$ cat config.mk
export PLATFORM = sky130hd
export DESIGN_NAME = dshot_multi_output
export DESIGN_NICKNAME = d
export VERILOG_FILES = /design/src/rtl/dshot_pkg.sv /design/src/rtl/dshot_multi_output_bit_timer.sv /design/src/rtl/dshot_multi_output.sv
export SDC_FILE = /design/constraint.sdc
export NUM_CORES = 1
export LEC_CHECK = 0
export BUFFER_PORTS_ARGS = -buffer_cell sky130_fd_sc_hd__buf_4
export CAP_MARGIN = 15
export CORE_AREA = 2 2 124 126
export CTS_CLUSTER_DIAMETER = 100
export DETAILED_ROUTE_END_ITERATION = 6
export DIE_AREA = 0 0 126 128
export GPL_TIMING_DRIVEN = 0
export HOLD_SLACK_MARGIN = 0.06
export PLACE_DENSITY_LB_ADDON = 0.05
export REMOVE_ABC_BUFFERS = 1
export SLEW_MARGIN = 25
export SYNTH_ARGS = -nofsm -noshare
export SYNTH_HDL_FRONTEND = slang
export SYNTH_HIERARCHICAL = 1
export SYNTH_SLANG_ARGS = --single-unit
export TNS_END_PERCENT = 5
$ cat constraint.sdc
create_clock -name i_clk -period 4.2 [get_ports i_clk]
set_input_delay 0.21 -clock i_clk [delete_from_list [all_inputs] [get_ports i_clk]]
set_output_delay 0.21 -clock i_clk [all_outputs]
set_load 0.005 [all_outputs]
$ cat src/rtl/dshot_pkg.sv
// Shared types and helpers for the DSHOT frame generator: mode encodings,
// FSM states, per-mode bit timing and the 4-bit frame checksum.
package dshot_pkg;

    localparam logic [15:0] MODE_VAL_150 = 16'd150;
    localparam logic [15:0] MODE_VAL_300 = 16'd300;
    localparam logic [15:0] MODE_VAL_600 = 16'd600;

    typedef enum logic [1:0] {MODE_150, MODE_300, MODE_600} mode_e;
    typedef enum logic [1:0] {ST_IDLE, ST_SEND, ST_GUARD} state_e;

    typedef struct packed {
        logic [31:0] period;
        logic [31:0] t0h;
        logic [31:0] t1h;
    } timing_t;

    // Unsupported mode words fall back to DSHOT150.
    function automatic mode_e decode_mode(input logic [15:0] m);
        case (m)
            MODE_VAL_150: return MODE_150;
            MODE_VAL_300: return MODE_300;
            MODE_VAL_600: return MODE_600;
            default:      return MODE_150;
        endcase
    endfunction

    function automatic timing_t dshot_timing(input int unsigned clk_hz, input mode_e mode);
        timing_t     t;
        int unsigned bit_hz;
        case (mode)
            MODE_300: bit_hz = 300_000;
            MODE_600: bit_hz = 600_000;
            default:  bit_hz = 150_000;
        endcase
        t.period = clk_hz / bit_hz;
        t.t0h    = t.period * 32'd3 / 32'd8;
        t.t1h    = t.period * 32'd3 / 32'd4;
        return t;
    endfunction

    function automatic logic [15:0] dshot_apply_crc(input logic [15:0] v);
        return {v[15:4], v[15:12] ^ v[11:8] ^ v[7:4]};
    endfunction

endpackage

$ cat src/rtl/dshot_multi_output_bit_timer.sv
// Bit/guard timebase: counts clocks within a bit period, bits within a frame
// and bit periods within the inter-frame guard.
module dshot_bit_timer #(
    parameter int unsigned CNT_W      = 9,
    parameter int unsigned GUARD_BITS = 4,
    localparam int unsigned GW        = $clog2(GUARD_BITS + 1)
) (
    input  logic             i_clk,
    input  logic             i_reset,
    input  logic             i_start,
    input  logic             i_send,
    input  logic             i_guard,
    input  logic [CNT_W-1:0] i_period,
    output logic [CNT_W-1:0] o_cnt,
    output logic             o_bit_strobe_c,
    output logic             o_frame_end_c,
    output logic             o_guard_end_c
);

    logic [CNT_W-1:0] r_cnt;
    logic [3:0]       r_bit_idx;
    logic [GW-1:0]    r_guard_idx;
    logic             w_wrap;

    assign w_wrap         = (r_cnt == i_period - CNT_W'(1));
    assign o_bit_strobe_c = (i_send | i_guard) & w_wrap;
    assign o_frame_end_c  = i_send & w_wrap & (r_bit_idx == 4'd0);
    assign o_guard_end_c  = i_guard & w_wrap & (r_guard_idx == GW'(GUARD_BITS - 1));
    assign o_cnt          = r_cnt;

    always_ff @(posedge i_clk or posedge i_reset) begin
        if (i_reset) begin
            r_cnt       <= '0;
            r_bit_idx   <= 4'd15;
            r_guard_idx <= '0;
        end else if (i_start) begin
            r_cnt       <= '0;
            r_bit_idx   <= 4'd15;
            r_guard_idx <= '0;
        end else if (o_bit_strobe_c) begin
            r_cnt <= '0;
            if (i_send) r_bit_idx <= r_bit_idx - 4'd1;
            if (i_guard) r_guard_idx <= o_guard_end_c ? '0 : r_guard_idx + GW'(1);
        end else if (i_send | i_guard) begin
            r_cnt <= r_cnt + CNT_W'(1);
        end
    end

endmodule

$ cat src/rtl/dshot_multi_output.sv
// N-channel DSHOT generator: per-channel shadows launched together on commit.
// Optional DSHOT_AUTO_CRC_EN replaces the low nibble with the computed checksum.
module dshot_multi_output
    import dshot_pkg::*;
#(
    parameter int unsigned clockFrequency = 72_000_000,
    parameter int unsigned CHANNELS       = 4,
    parameter int unsigned GUARD_BITS     = 4,
    localparam int unsigned CH_W          = (CHANNELS > 1) ? $clog2(CHANNELS) : 1
) (
    input  logic                i_clk,
    input  logic                i_reset,
    input  logic [15:0]         i_dshot_mode,
    input  logic [CH_W-1:0]     i_channel,
    input  logic [15:0]         i_dshot_value,
    input  logic                i_write,
    input  logic                i_commit,
    output logic [CHANNELS-1:0] o_pwm,
    output logic                o_ready,
    output logic                o_frame_done
);

    localparam timing_t     T150  = dshot_timing(clockFrequency, MODE_150);
    localparam timing_t     T300  = dshot_timing(clockFrequency, MODE_300);
    localparam timing_t     T600  = dshot_timing(clockFrequency, MODE_600);
    localparam int unsigned CNT_W = $clog2(T150.period + 1);

    state_e              r_state, w_state_next;
    mode_e               r_mode;
    logic                r_pending, w_pending_next, w_launch;
    logic [CHANNELS-1:0] r_pwm;
    logic                r_ready, r_frame_done;
    logic [15:0]         r_shadow [CHANNELS];
    logic [15:0]         r_shift  [CHANNELS];
    logic [15:0]         w_snap   [CHANNELS];
    logic [CNT_W-1:0]    w_period, w_t0h, w_t1h, w_cnt;
    logic                w_bit_strobe, w_frame_end, w_guard_end;

    dshot_bit_timer #(.CNT_W(CNT_W), .GUARD_BITS(GUARD_BITS)) u_timer (
        .i_clk          (i_clk),
        .i_reset        (i_reset),
        .i_start        (w_launch),
        .i_send         (r_state == ST_SEND),
        .i_guard        (r_state == ST_GUARD),
        .i_period       (w_period),
        .o_cnt          (w_cnt),
        .o_bit_strobe_c (w_bit_strobe),
        .o_frame_end_c  (w_frame_end),
        .o_guard_end_c  (w_guard_end)
    );

    always_comb begin
        w_period = CNT_W'(T150.period);
        w_t0h    = CNT_W'(T150.t0h);
        w_t1h    = CNT_W'(T150.t1h);
        case (r_mode)
            MODE_300: begin
                w_period = CNT_W'(T300.period);
                w_t0h    = CNT_W'(T300.t0h);
                w_t1h    = CNT_W'(T300.t1h);
            end
            MODE_600: begin
                w_period = CNT_W'(T600.period);
                w_t0h    = CNT_W'(T600.t0h);
                w_t1h    = CNT_W'(T600.t1h);
            end
            default: ;
        endcase
    end

    // Snapshot bypasses a same-cycle write so it lands in the launched frame.
    always_comb begin
        for (int c = 0; c < CHANNELS; c++) begin
            w_snap[c] = (i_write && i_channel == CH_W'(c)) ? i_dshot_value : r_shadow[c];
`ifdef DSHOT_AUTO_CRC_EN
            w_snap[c] = dshot_apply_crc(w_snap[c]);
`endif
        end
    end

    always_comb begin
        w_state_next = r_state;
        w_launch     = 1'b0;
        case (r_state)
            ST_IDLE: begin
                if (r_pending) begin
                    w_state_next = ST_SEND;
                    w_launch     = 1'b1;
                end
            end
            ST_SEND: begin
                if (w_frame_end) w_state_next = ST_GUARD;
            end
            ST_GUARD: begin
                if (w_guard_end) begin
                    w_state_next = r_pending ? ST_SEND : ST_IDLE;
                    w_launch     = r_pending;
                end
            end
            default: w_state_next = ST_IDLE;
        endcase
        w_pending_next = i_commit | (r_pending & ~w_launch);
    end

    always_ff @(posedge i_clk or posedge i_reset) begin
        if (i_reset) begin
            r_state      <= ST_IDLE;
            r_mode       <= MODE_150;
            r_pending    <= 1'b0;
            r_pwm        <= '0;
            r_ready      <= 1'b0;
            r_frame_done <= 1'b0;
        end else begin
            r_state      <= w_state_next;
            r_pending    <= w_pending_next;
            r_ready      <= (w_state_next == ST_IDLE) && !w_pending_next;
            r_frame_done <= w_guard_end;
            if (w_launch) r_mode <= decode_mode(i_dshot_mode);
            for (int c = 0; c < CHANNELS; c++) begin
                r_pwm[c] <= (r_state == ST_SEND) && (w_cnt < (r_shift[c][15] ? w_t1h : w_t0h));
            end
        end
    end

    always_ff @(posedge i_clk or posedge i_reset) begin
        if (i_reset) begin
            for (int c = 0; c < CHANNELS; c++) begin
                r_shadow[c] <= '0;
                r_shift[c]  <= '0;
            end
        end else begin
            for (int c = 0; c < CHANNELS; c++) begin
                if (i_write && i_channel == CH_W'(c)) r_shadow[c] <= i_dshot_value;
                if (w_launch) r_shift[c] <= w_snap[c];
                else if (w_bit_strobe && r_state == ST_SEND) r_shift[c] <= {r_shift[c][14:0], 1'b0};
            end
        end
    end

    assign o_pwm        = r_pwm;
    assign o_ready      = r_ready;
    assign o_frame_done = r_frame_done;

endmodule
== After elaboration in Yosys (flattened, before gate mapping) ==
Index checks and enable logic that the tools add are counted.

* Output and inout bits: 6
* Input bits: 38
* Bits in registers: 155
* Logic and storage cells: 105

* Muxes and demuxes: 38
* Bitwise gates (word level): 9
* Reduce and logical (&&, ||, !) cells: 22
* $lt $le $gt $ge: 4
* Add/subtract/negate cells: 4
* Equality and inequality tests: 11

{| class="wikitable"
|+ Operator list
! kind !! count
|-
| $mux 16 || 12
|-
| $mux 9 || 7
|-
| $lt 9x9->1 || 4
|-
| $pmux 9 s2 || 2
|-
| $eq 16x10->1 const B || 1
|-
| $eq 16x9->1 const B || 1
|-
| $pmux 8 s2 || 1
|-
| $mux 3 || 4
|-
| $mux 4 || 3
|-
| $logic_and 1x1->1 || 10
|-
| $add 9x1->9 const B || 1
|-
| $eq 9x9->1 || 1
|-
| $sub 9x1->9 const B || 1
|-
| $eq 2x2->1 const B || 4
|-
| $reduce_bool 2->1 || 4
|-
| $and 1x1->1 || 6
|-
| $eq 2x1->1 const B || 3
|-
| $logic_not 2->1 || 3
|-
| $mux 2 || 3
|-
| $pmux 2 s3 || 1
|-
| $logic_not 4->1 || 1
|-
| $pmux 2 s2 || 1
|-
| $reduce_and 2->1 || 2
|-
| $sub 4x1->4 const B || 1
|-
| 8 further kinds || 11
|}

== Logic depth before layout (Yosys ltp) ==
* Depth in word-level cells: 13
* Depth in mapped cells: 19
* Depth with buffers taken out: 16

== By module ==
Netlist, hierarchy kept.

{| class="wikitable"
|+ Modules (own cells, without submodules)
! module !! instances !! area an instance (um2) !! cells each !! seq. area each (um2)
|-
| dshot_multi_output || 1 || 6,754.0 || 592 || 3,478.3
|-
| dshot_bit_timer || 1 || 1,293.7 || 146 || 405.4
|}

== Worst setup path before layout ==
OpenSTA, ideal clock, no wires.

* Kind: reg2reg
* From: reg r_mode[0]
* To: reg u_timer.r_cnt[8], in the netlist u_timer/o_cnt[8]
* Library setup time: 94 ps
* Slack: 453 ps
* Path buffers: 3
* Arrival: 3,653 ps
* Clock period less this slack: 3,747 ps
* Data required time: 4,106 ps
* Stages on the path, launching flop included: 18
* Cells stage by stage: dfrtp_1 -> inv_1 -> ha_1 -> clkbuf_1 -> inv_1 -> xnor2_1 -> a32o_1 -> o211ai_2 -> buf_4 -> nor3b_4 -> and2_1 -> nand2b_1 -> nand3b_1 -> inv_2 -> buf_2 -> o211ai_1 -> or3_1 -> a211oi_1

* Word-level cells in the longest chain between the ends: 9
* Elaborated cells on any way between the ends: 13
* Those cells by class: add/sub (1); eq/ne (3); mux (5); bitwise (3); reduce/logical (1)

{| class="wikitable"
|+ Ends and longest elaborated chain
! item !! line !! source
|-
| start, declared || dshot_multi_output.sv:29 || <nowiki>mode_e r_mode;</nowiki>
|-
| start signal, assigned || dshot_multi_output.sv:118 || <nowiki>if (w_launch) r_mode <= decode_mode(i_dshot_mode);</nowiki>
|-
| $eq 2x2->1 or $eq 2x1->1 (tied branches) || dshot_multi_output.sv:56 || <nowiki>case (r_mode)</nowiki>
|-
| $pmux 9 s2 (*) || dshot_multi_output.sv:56 ||
|-
| via w_period[8] || dshot_multi_output.sv:36 || <nowiki>logic [CNT_W-1:0] w_period, w_t0h, w_t1h, w_cnt;</nowiki>
|-
| $sub 9x1->9 (*) || dshot_multi_output_bit_timer.sv:25 || <nowiki>assign w_wrap = (r_cnt == i_period - CNT_W'(1));</nowiki>
|-
| $eq 9x9->1 (*) || dshot_multi_output_bit_timer.sv:25 ||
|-
| $and 1x1->1 (*) (2 in series) || dshot_multi_output_bit_timer.sv:28 || <nowiki>assign o_guard_end_c = i_guard & w_wrap & (r_guard_idx == GW'(GUARD_BITS - 1));</nowiki>
|-
| via w_guard_end || dshot_multi_output.sv:37 || <nowiki>logic w_bit_strobe, w_frame_end, w_guard_end;</nowiki>
|-
| $mux 1 (*) || dshot_multi_output.sv:95 || <nowiki>if (w_guard_end) begin</nowiki>
|-
| $pmux 1 s2 (*) || dshot_multi_output.sv:84 || <nowiki>case (r_state)</nowiki>
|-
| via w_launch || dshot_multi_output.sv:30 || <nowiki>logic r_pending, w_pending_next, w_launch;</nowiki>
|-
| $reduce_bool 3->1 (no line) or $mux 9 (tied branches) || n/a ||
|-
| end signal, assigned || dshot_multi_output_bit_timer.sv:45 || <nowiki>r_cnt <= r_cnt + CNT_W'(1);</nowiki>
|-
| end, declared || dshot_multi_output_bit_timer.sv:20 || <nowiki>logic [CNT_W-1:0] r_cnt;</nowiki>
|}

Mark *: on every way through the listed nets, which the timed path passes. The rest lies on a longest branch.
A chain may end at the register's enable or synchronous reset.

== Final worst setup path ==
* From: reg r_mode[0]
* To: reg u_timer.r_cnt[8], in the netlist u_timer/o_cnt[8]

* Word-level cells in the longest chain between the ends: 9
* Elaborated cells on any way between the ends: 13
* Those cells by class: add/sub (1); eq/ne (3); mux (5); bitwise (3); reduce/logical (1)

{| class="wikitable"
|+ Ends and longest elaborated chain
! item !! line
|-
| $eq 2x2->1 or $eq 2x1->1 (tied branches) || dshot_multi_output.sv:56
|-
| $pmux 9 s2 (*) || dshot_multi_output.sv:56
|-
| via w_period[3] || dshot_multi_output.sv:36
|-
| $sub 9x1->9 (*) || dshot_multi_output_bit_timer.sv:25
|-
| $eq 9x9->1 (*) || dshot_multi_output_bit_timer.sv:25
|-
| $and 1x1->1 (*) (2 in series) || dshot_multi_output_bit_timer.sv:28
|-
| via w_guard_end || dshot_multi_output.sv:37
|-
| $mux 1 (*) || dshot_multi_output.sv:95
|-
| $pmux 1 s2 (*) || dshot_multi_output.sv:84
|-
| $reduce_bool 3->1 (no line) or $mux 9 (tied branches) || n/a
|}

Marks and branches as above.

==> summary.txt <==
Logic synthesis
  – Synth area leaders: dfrtp_1, mux2_2, mux2i_1, ha_1, nand2_1
  – Syn Inst Count: 738
  – Main flop type after synthesis: dfrtp_1
  – Ys async rst share: between 90% and 100%
  – Cell variety after synth: 64
  – Yosys warns: 6
  – Synthesized area per cell: about 11 sq um
  – Synth Cell Area: approximately 0.008 sq mm
  – Largest area contributor in the synthesized netlist: dfrtp_1
  – Yosys top cell area share: a little under half
  – Seq/Total Area, Yosys: between 40% and 50%
  – Number of synthesized flops with an enable pin: 0
  – #FFs+latches synth: about 160

Finish
  – Ratio of cells with drive above 1 in the final layout: between 20% and 30%
  – Layout area overhead: 16.22%
  – Layout net count: 881
  – Non-filler cells in the finished layout: 1,003
  – Finished Cell Area: just over 0.009 sq mm
  – N_diodes: 0
  – Util after Layout: a little over three fifths
  – FILL cells: roughly 1,200
  – Reg area: between 0.003 and 0.004 sq mm
  – Multi-input logic area: 0.004046 sq mm

Timing
  – Hold Vio Cnt, Final: 0
  – Period minus WS final: 3.892 ns
  – Slew headroom: 47.48%
  – Final worst path period share: between 90% and 100%
  – Max Fclk: 256.9 MHz
  – Fin Setup TNS: 0 ns
  – Setup violations, final: 0
  – Worst Setup Slack, final: 0.3080 ns
  – RSZ-0062 raised after global routing: no
  – Slew Viols, Final: 0
  – Slew @ Worst Pin: 0.7769 ns
  – Clock skew: about 0.0076 ns

Die
  – Core area: 0.01486 sq mm
  – Std cell rows: 45
  – Die height: ~130 um
  – Initial Utilization: between 50% and 60%
  – DIE AREA: 0.01613 sq mm
  – I/O pin total: 44
  – Die Wd: around 130 um

Setup path
  – FF-to-FF path depth: 16
  – Crit Path Max Fanout: 53
  – Startpoint type of the worst setup path: flop
  – Worst path max stage delay: approximately 0.47 ns
  – Critical Path AT: 4.21 ns
  – Reg2reg setup slack: ~0.31 ns
  – CP Cell Sequence: inv_1 -> ha_4 -> or4_4 -> nor2_1 -> and4_1 -> nor2_4 -> nor3b_4 -> and2_1 -> nand2b_1 -> nand3b_1 -> buf_4 -> inv_8 -> buf_16 -> o211ai_1 -> or3_1 -> a211oi_1
  – Slowest-stage cell, CP: or4_4
  – R2R Path End: u_timer/o_cnt[8]
  – Crit path required time: around 4.5 ns
  – Worst Setup Path Type: flop to flop
  – Worst Setup End Kind: flop
  – FF-to-FF Start: r_mode[0]

Drt
  – DRC Markers: 0
  – Antenna-violating nets left: 0
  – Drt initial violations: about 260
  – Pre-antenna DRT Iters: 5
  – Wirelength per Cell: 16.97 um
  – Final WL: ~17 mm
  – Vias per cell: between 5 and 6
  – Via count: between 5,000 and 6,000

CTS
  – TritonCTS clock tree: done
  – Num CTS Buffers: 17
  – CTS HTree Levels: 4
  – Clk sink count: 155
  – Clk_lat worst skew: between 0.4 and 0.5 ns
  – CTS root buffer: clkbuf_16
  – Maximum clock insertion buffer count: 2
  – Clock-pin slew on the worst setup and hold paths: 0.06 ns

Min path
  – Hold Startpoint: i_dshot_value[9]
  – Worst Hold End: r_shadow[57]
  – Hold Path Class: input pin to flop
  – Hold Path Depth: 2

Job
  – Max Cap Violations: 0

Place
  – Post-DP HPWL: approximately 11 mm
  – Placed Cells incl. Taps: between 900 and 1,000
  – RePlAce Congestion: about 0.83
  – Port Buffers: 43
  – Area post-placement: 0.008587 sq mm
  – Pre-CTS setup slack: -0.7649 ns

Global route
  – Vias in the first global route: 5,934
  – Gr ovfl total: 0
  – Largest net degree at the start of global routing: 72
  – Antenna violations before repair: 0
  – Gr usage total: approximately 23%
  – First-pass GRT wire length: 28.97 mm

Power and ir drop
  – PwrDens: approximately 360 mW/mm^2
  – Max VDD drop: slightly above 300 uV
  – Leakage: roughly 4.6 nW

Status
  – Status: finished, final reports clean
==> registers in the layout (all words and copies together), names as in the netlist <==
name / flops
r_shadow: 64
u_timer/r_guard_idx: 3
r_shift: 64
u_timer/o_cnt: 9
o_pwm: 4
u_timer/r_bit_idx: 4
r_state: 2
o_frame_done: 1
r_mode: 2
o_ready: 1
r_pending: 1
==> stage by stage <==
step | power [mW] | hold WS, ns
after floorplan | 1.833 | 0.1209
after global placement | 1.898 | 0.3320
after detailed placement | 1.916 | 0.2932
after CTS | 3.438 | 0.06594
after global routing | 3.555 | 0.06623
final | 3.405 | 0.07827
==> worst max path at each step <==
stage,from,endpoint,slack [ns]
3_5_place_dp,r_mode[0],u_timer/o_cnt[8],-0.76
6_report,r_mode[0],u_timer/o_cnt[8],0.31
4_1_cts,r_mode[0],u_timer/o_cnt[8],0.06
5_1_grt,r_mode[0],u_timer/o_cnt[8],0.008
2_1_floorplan,r_mode[0],u_timer/o_cnt[8],-0.25
3_3_place_gp,r_mode[0],u_timer/o_cnt[8],-1.63
==> power breakdown <==
part	switching (mW)	total, mW	internal [mW]
combinational	0.127	0.259	0.132
sequential	0.0274	1.64	1.61
clock	0.599	1.51	0.912
==> critical path: cells and delay by family (launching register included) <==
family          cells  cell delay (ns)
flops               1             0.40
compound gates      2             0.40
buf+inv             4             0.72
fa+ha+maj           1             0.23
simple gates        9             2.03
==> metal layers <==
metal	up-vias	GRT usage, %	share of wire, %
met4	0	8.662	2.4
met3	27	3.965	2.4
met5	-	0	0
li1	2753	-	-
met2	79	38.77	50
met1	2836	28.66	45
==> layout by cell type (no fill, tap or decap), types with 4 or more instances in the layout <==
cell type,Yosys,layout
a21o_1,5,5
a21oi_1,23,23
and2_1,4,4
and3_1,5,5
buf_4,8,49
clkbuf_16,0,17
clkinvlp_4,0,4
conb_1,2,25
dfrtp_1,151,151
dfstp_2,4,4
ha_1,41,39
inv_1,19,17
mux2_2,64,64
mux2i_1,66,66
nand2_1,94,94
nand3_1,15,15
nor2_1,20,20
nor2b_1,9,9
nor3_1,9,8
nor4_1,6,6
nor4b_1,4,4
o21ai_0,68,68
o21ai_1,18,18
xnor2_1,8,6
==> cell families after synthesis <==
| family | synth area share, % |
|---|---|
| and+or+nand+nor | 13.25 |
| other | 0.09332 |
| buffers and inverters | 3.249 |
| adders and majority gates | 6.374 |
| muxes | 17.44 |
| xor gates and xnor gates | 0.9795 |
| DFF | 48.26 |
| AOI/OAI and AO/OA | 10.35 |
==> layout make-up <==
type	instances	share of cell area, %
Clock buffer	20	4.883
Clock inverter	12	1.458
Inverter	20	1.003
Multi-Input combinational cell	552	43.26
Sequential cell	155	41.53
Tap cell	188	2.515
Timing Repair Buffer	56	5.351
==> Yosys cell counts, types with 5 or more instances <==
cell        n
buf_2       8
nand2_1    94
dfrtp_1   151
nor2_1     20
nand3_1    15
mux2_2     64
inv_1      19
ha_1       41
nor2b_1     9
nor3_1      9
a21oi_1    23
mux2i_1    66
a21o_1      5
buf_4       8
nor4_1      6
xnor2_1     8
o21ai_1    18
o21ai_0    68
clkbuf_1   15
and3_1      5
==> what timing repair did <==
| item | CTS | global route |
|---|---|---|
| setup buffers | 5 | 1 |
| resized for setup | 3 | 6 |
| gates cloned | 1 | 0 |
| setup endpoints to repair | 63 | 2 |
| pin swaps | 1 | 1 |
| endpoints found under the hold margin | 84 | 0 |
| hold buffers | 3 | 0 |
(Power assumes the default switching activity.)
